==> src/rtl/max7219_pkg.sv <==
// Shared constants and state encoding for the MAX7219 command sequencer.
package max7219_pkg;

  localparam logic [7:0] REG_DIGIT0    = 8'h01;
  localparam logic [7:0] REG_DECODE    = 8'h09;
  localparam logic [7:0] REG_INTENSITY = 8'h0A;
  localparam logic [7:0] REG_SCANLIMIT = 8'h0B;
  localparam logic [7:0] REG_SHUTDOWN  = 8'h0C;
  localparam logic [7:0] REG_DISPTEST  = 8'h0F;

  localparam int INIT_WORDS = 5;
  localparam int NUM_ROWS   = 8;

  typedef enum logic [2:0] {
    ST_SELECT,
    ST_ISSUE,
    ST_WAIT_ACK,
    ST_WAIT_DONE,
    ST_GAP
  } word_state_t;

endpackage

==> src/rtl/max7219_frame_buf.sv <==
// Double-buffered 8x8 frame: user writes go to shadow, swap copies all of
// shadow into active in a single cycle.
module max7219_frame_buf
  import max7219_pkg::*;
(
  input  logic       sys_clk,
  input  logic       _rst,
  input  logic       we,
  input  logic [2:0] waddr,
  input  logic [7:0] wdata,
  input  logic       swap,
  input  logic [2:0] raddr,
  output logic [7:0] rdata
);

  logic [NUM_ROWS-1:0][7:0] shadow_q, shadow_d;
  logic [NUM_ROWS-1:0][7:0] active_q, active_d;

  // A write in the swap cycle lands in shadow only; the copy uses the old shadow.
  always_comb begin
    shadow_d = shadow_q;
    active_d = active_q;
    if (swap) active_d = shadow_q;
    if (we) shadow_d[waddr] = wdata;
  end

  always_ff @(posedge sys_clk or negedge _rst) begin
    if (!_rst) begin
      shadow_q <= '0;
      active_q <= '0;
    end else begin
      shadow_q <= shadow_d;
      active_q <= active_d;
    end
  end

  assign rdata = active_q[raddr];

endmodule

==> src/rtl/max7219_sequencer.sv <==
// MAX7219 command sequencer: power-up init words, then a continuous row refresh
// from the active frame, one word at a time over a start/busy handshake.
module max7219_sequencer
  import max7219_pkg::*;
#(
  parameter logic [3:0] INTENSITY_RST = 4'h8,
  parameter logic [2:0] SCAN_LIMIT    = 3'd7,
  parameter int         GAP_CYCLES    = 4,
  parameter int         ACK_TIMEOUT   = 15
) (
  input  logic       sys_clk,
  input  logic       _rst,
  input  logic       row_we,
  input  logic [2:0] row_addr,
  input  logic [7:0] row_data,
  input  logic       frame_commit,
  input  logic [3:0] intensity,
  input  logic       tx_busy,
  output logic       tx_str,
  output logic [7:0] tx_addr,
  output logic [7:0] tx_data,
  output logic       init_done,
  output logic       commit_pending,
  output logic       frame_ack,
  output logic       err_timeout
);

  word_state_t state_q, state_d;
  logic [7:0]  cnt_q, cnt_d;
  logic [2:0]  init_idx_q, init_idx_d;
  logic [2:0]  row_idx_q, row_idx_d;
  logic        boundary_q, boundary_d;
  logic        run_q;
  logic [3:0]  last_int_q, last_int_d;
  logic [7:0]  tx_addr_q, tx_addr_d;
  logic [7:0]  tx_data_q, tx_data_d;
  logic        init_done_q, init_done_d;
  logic        pending_q, pending_d;
  logic        frame_ack_q, frame_ack_d;
  logic        err_q, err_d;
  logic        swap;
  logic [7:0]  row_rdata;

  max7219_frame_buf u_frame_buf (
    .sys_clk (sys_clk),
    ._rst    (_rst),
    .we      (row_we),
    .waddr   (row_addr),
    .wdata   (row_data),
    .swap    (swap),
    .raddr   (row_idx_q),
    .rdata   (row_rdata)
  );

  // Boundary priority: pending intensity word, then the swap (its own cycle so
  // row 0 reads the new active frame), then row 0.
  always_comb begin
    state_d     = state_q;
    cnt_d       = cnt_q;
    init_idx_d  = init_idx_q;
    row_idx_d   = row_idx_q;
    boundary_d  = boundary_q;
    last_int_d  = last_int_q;
    tx_addr_d   = tx_addr_q;
    tx_data_d   = tx_data_q;
    init_done_d = init_done_q;
    err_d       = err_q;
    swap        = 1'b0;

    unique case (state_q)
      ST_SELECT: begin
        if (!run_q) begin
          state_d = ST_SELECT;
        end else if (!init_done_q) begin
          unique case (init_idx_q)
            3'd0: begin tx_addr_d = REG_DISPTEST;  tx_data_d = 8'h00; end
            3'd1: begin tx_addr_d = REG_DECODE;    tx_data_d = 8'h00; end
            3'd2: begin tx_addr_d = REG_INTENSITY; tx_data_d = {4'h0, INTENSITY_RST}; end
            3'd3: begin tx_addr_d = REG_SCANLIMIT; tx_data_d = {5'b0, SCAN_LIMIT}; end
            default: begin tx_addr_d = REG_SHUTDOWN; tx_data_d = 8'h01; end
          endcase
          init_idx_d = init_idx_q + 3'd1;
          state_d    = ST_ISSUE;
        end else if (boundary_q && (intensity != last_int_q)) begin
          tx_addr_d  = REG_INTENSITY;
          tx_data_d  = {4'h0, intensity};
          last_int_d = intensity;
          state_d    = ST_ISSUE;
        end else if (boundary_q && pending_q) begin
          swap = 1'b1;
        end else begin
          tx_addr_d  = REG_DIGIT0 + {5'b0, row_idx_q};
          tx_data_d  = row_rdata;
          row_idx_d  = row_idx_q + 3'd1;
          boundary_d = (row_idx_q == 3'd7);
          state_d    = ST_ISSUE;
        end
      end
      ST_ISSUE: begin
        cnt_d   = '0;
        state_d = ST_WAIT_ACK;
      end
      ST_WAIT_ACK: begin
        if (tx_busy) begin
          state_d = ST_WAIT_DONE;
        end else if (cnt_q == 8'(ACK_TIMEOUT - 1)) begin
          err_d   = 1'b1;
          state_d = ST_ISSUE;
        end else begin
          cnt_d = cnt_q + 8'd1;
        end
      end
      ST_WAIT_DONE: begin
        cnt_d = '0;
        if (!tx_busy) state_d = ST_GAP;
      end
      ST_GAP: begin
        if (cnt_q == 8'(GAP_CYCLES - 1)) begin
          state_d     = ST_SELECT;
          init_done_d = init_done_q | (init_idx_q == 3'(INIT_WORDS));
        end else begin
          cnt_d = cnt_q + 8'd1;
        end
      end
      default: state_d = ST_SELECT;
    endcase
  end

  // A commit in the swap cycle stays pending so a same-cycle row write is not lost.
  always_comb begin
    pending_d   = frame_commit | (pending_q & ~swap);
    frame_ack_d = swap;
  end

  always_ff @(posedge sys_clk or negedge _rst) begin
    if (!_rst) begin
      state_q     <= ST_SELECT;
      cnt_q       <= '0;
      init_idx_q  <= '0;
      row_idx_q   <= '0;
      boundary_q  <= 1'b1;
      run_q       <= 1'b0;
      last_int_q  <= INTENSITY_RST;
      tx_addr_q   <= '0;
      tx_data_q   <= '0;
      init_done_q <= 1'b0;
      pending_q   <= 1'b0;
      frame_ack_q <= 1'b0;
      err_q       <= 1'b0;
    end else begin
      state_q     <= state_d;
      cnt_q       <= cnt_d;
      init_idx_q  <= init_idx_d;
      row_idx_q   <= row_idx_d;
      boundary_q  <= boundary_d;
      run_q       <= 1'b1;
      last_int_q  <= last_int_d;
      tx_addr_q   <= tx_addr_d;
      tx_data_q   <= tx_data_d;
      init_done_q <= init_done_d;
      pending_q   <= pending_d;
      frame_ack_q <= frame_ack_d;
      err_q       <= err_d;
    end
  end

  assign tx_str         = (state_q == ST_ISSUE);
  assign tx_addr        = tx_addr_q;
  assign tx_data        = tx_data_q;
  assign init_done      = init_done_q;
  assign commit_pending = pending_q;
  assign frame_ack      = frame_ack_q;
  assign err_timeout    = err_q;

endmodule

==> config.mk <==
export PLATFORM = sky130hd
export DESIGN_NAME = max7219_sequencer
export DESIGN_NICKNAME = d
export VERILOG_FILES = /design/src/rtl/max7219_pkg.sv /design/src/rtl/max7219_frame_buf.sv /design/src/rtl/max7219_sequencer.sv
export SDC_FILE = /design/constraint.sdc
export NUM_CORES = 1
export LEC_CHECK = 0
export ABC_AREA = 1
export BUFFER_PORTS_ARGS = -buffer_cell sky130_fd_sc_hd__buf_2
export CAP_MARGIN = 20
export CORE_MARGIN = 2
export CORE_UTILIZATION = 40
export CTS_CLUSTER_SIZE = 30
export DETAILED_ROUTE_END_ITERATION = 8
export PLACE_DENSITY = 0.6
export SLEW_MARGIN = 20
export SYNTH_ARGS = -nofsm -noshare
export SYNTH_HDL_FRONTEND = slang
export SYNTH_HIERARCHICAL = 1
export SYNTH_SLANG_ARGS = --single-unit
==> constraint.sdc <==
create_clock -name sys_clk -period 2.5 [get_ports sys_clk]
set_clock_uncertainty 0.15 [all_clocks]
set_input_delay 0.5 -clock sys_clk [delete_from_list [all_inputs] [get_ports sys_clk]]
set_output_delay 0.5 -clock sys_clk [all_outputs]
set_load 0.1 [all_outputs]
==> results.ini <==
[global_route]
track_usage=0.179
overflow=0
grt_max_degree=83
grt_pass1_wl_mm=28.5
antenna_found_initial=0
grt_pass1_vias=5651

[die]
die_y_um=143
initial_utilization=0.410
rows=50
io_pins=41
core_mm2=0.0188
die_w_um=143
die_area_mm2=0.0204

[layout]
final_nets=1010
fill_cells=1860
antenna_cells=0
syn2layout_area_growth_pct=13.0
layout.cells.non_filler=1227
multiInputGateArea_mm2=0.00280
layout-drive-gt1-share=0.108
regArea_mm2=0.00418
final_util=0.463
final_cell_area_mm2=0.00870

[logic_synthesis]
syn_avg_cell_area_um2=8.15
synth_top_area_cell=dfrtp_1
synth-edff-count=0
synth_most_common_cell=nand2_1
synthTopCellsByArea=dfrtp_1 (54%), nand2_1 (16%), o21ai_0 (8.8%), inv_1 (5.9%), nand3_1 (3.8%)
ys.flop_type=dfrtp_1
yosysWarnings=6
ys_seq_area_frac=0.543
synthArstFlopShare=1.00
netlist_area_mm2=0.00770
synthTopCellsByCount=nand2_1 (325), dfrtp_1 (165), o21ai_0 (136), inv_1 (121), nand3_1 (58)
syn-instance-count=945
synth_seq_cells=167
ys_types=36
synth_top_area_share=0.536

[cts]
cts_buffers=17
cts_buffer_depth=2
postCtsSetupBuffers=0
clk_latency_ps=430
clk_pin_slew_worst_paths_ps=60
htreeDepth=4
root_buffer=clkbuf_16
numClockSinks=167
cts_resized=0
tritoncts=built

[outcome]
status=finished clean

[worst_setup_path]
cp.required_ps=1850
rr_startpoint=last_int_q[3]
reg2reg_depth=10
crit_path_end_kind=primary output
reg2reg_to=u_frame_buf/active_q[19]
cp-start-kind=flop
cp_max_fo=4
critPathKind=flop to primary output
r2r_slack_ps=440
crit_arrival_ps=1610

[power_and_ir_drop]
p_per_area_mw_per_mm2=895
total_power_mw=7.79
power_leakage_nw=4.33
ir_drop_mv=0.425

[timing]
finalSetupViolCount=0
period_minus_slack_ps=2260
slew_violations=0
min_period_over_period=0.902
relSlewSlack=0.540
worst_pin_slew_ps=688
finalHoldViolCount=0
fin_tns_setup_ps=0
fmax_mhz=443
rsz0062_at_grt=no

[detailed_routing]
wl_mm=16.9
dr.pass1.iters=5
drcViolationCount=0
postRouteAntennaNets=0
vias=5788
wl_per_cell_um=13.8
drt_iter0_markers=319
routed_via_density=4.72

[placement]
gp_congestion=0.781
place_inst=1194
placed_area_mm2=0.00811
hpwl_mm=11.1
port_buffers=36

[worst_hold_path]
whs_path_depth=2
hp-start=frame_commit
hold_path_end=commit_pending
hold_path_class=input port to flop

[flow_run]
maxCapViolCount=0

## where the power goes
group / switching (mW) / internal, mW / leakage (nW)
Sequential: 0.211 / 3.05 / 1.85
Combinational: 1.49 / 0.486 / 2.19
Clock: 1.07 / 1.48 / 0.282
Total: 2.77 / 5.01 / 4.33
## cell type report
class / count / share of cell area
Inverter: 126 / 0.0547
Clock buffer: 22 / 0.0557
Tap cell: 234 / 0.0337
Sequential cell: 167 / 0.481
Multi-Input combinational cell: 613 / 0.322
Timing Repair Buffer: 55 / 0.0424
Clock inverter: 10 / 0.0109
## repair_timing
action	CTS	global route
hold buffers	1	0
hold endpoints to repair	33	0
setup endpoints to repair	0	0
## layer usage
| layer | routed length [µm] | GRT usage | up-vias | part of all wire |
|---|---|---|---|---|
| met3 | 627 | 0.0392 | 16 | 0.037 |
| met4 | 207 | 0.0490 | 0 | 0.012 |
| met5 | 0 | 0 | - | 0 |
| met1 | 8530 | 0.246 | 2687 | 0.51 |
| met2 | 7520 | 0.286 | 84 | 0.45 |
| li1 | - | - | 3001 | - |
## how the worst max path moves through the flow
stage            startpoint  cells past startpoint                       end  slack (ps)
2_1_floorplan    state_q[2]                      3                    tx_str          30
3_3_place_gp   intensity[1]                     11  u_frame_buf/active_q[27]         380
3_5_place_dp   intensity[1]                     11  u_frame_buf/active_q[19]         310
4_1_cts          state_q[2]                      4                    tx_str         220
5_1_grt          state_q[2]                      4                    tx_str         150
6_report         state_q[2]                      4                    tx_str         240
## registers in the layout, summed over array words and instances, names as in the netlist
signal / flops
u_frame_buf/shadow_q: 64
run_q: 1
row_idx_q: 3
init_idx_q: 3
u_frame_buf/active_q: 64
last_int_q: 4
init_done: 1
boundary_q: 1
err_timeout: 1
cnt_q: 8
frame_ack: 1
commit_pending: 1
tx_data: 8
tx_addr: 4
state_q: 3
## through the flow
stage	hold WS, ps	setup WS (ps)
after floorplan	54.4	27.3
after global placement	304	381
after detailed placement	302	308
after CTS	101	216
after global routing	124	153
final	113	244
## kinds of logic after synthesis
logic type | synth area share
compound gates | 0.101
xor+xnor | 0.00797
fa+ha+maj | 0.0163
buf+inv | 0.0944
flops | 0.543
other cells | 0.000976
simple gates | 0.236
## worst max-delay path, stage by stage (launching register included)
cell	delay, ps
dfrtp_1	420
inv_2	80
nand2_1	110
nor2_1	130
buf_2	440
## layout by cell type (no fill, tap or decap), types with 2 or more instances in the layout
cell,count
clkinv_4,3
o21ai_1,7
buf_12,3
nor3_1,3
clkbuf_16,17
nor2_1,35
nand2_2,2
ha_1,10
nand2_1,325
dfrtp_1,165
clkbuf_8,4
buf_2,35
clkinv_2,5
nand3_4,2
dfstp_2,2
a21oi_1,7
inv_2,4
buf_4,15
xnor2_1,2
nand3_1,58
clkinvlp_4,2
xor2_1,5
o21ai_0,136
nor2_2,4
inv_1,120
nand4_1,2
conb_1,5
(Power assumes the default switching activity.)
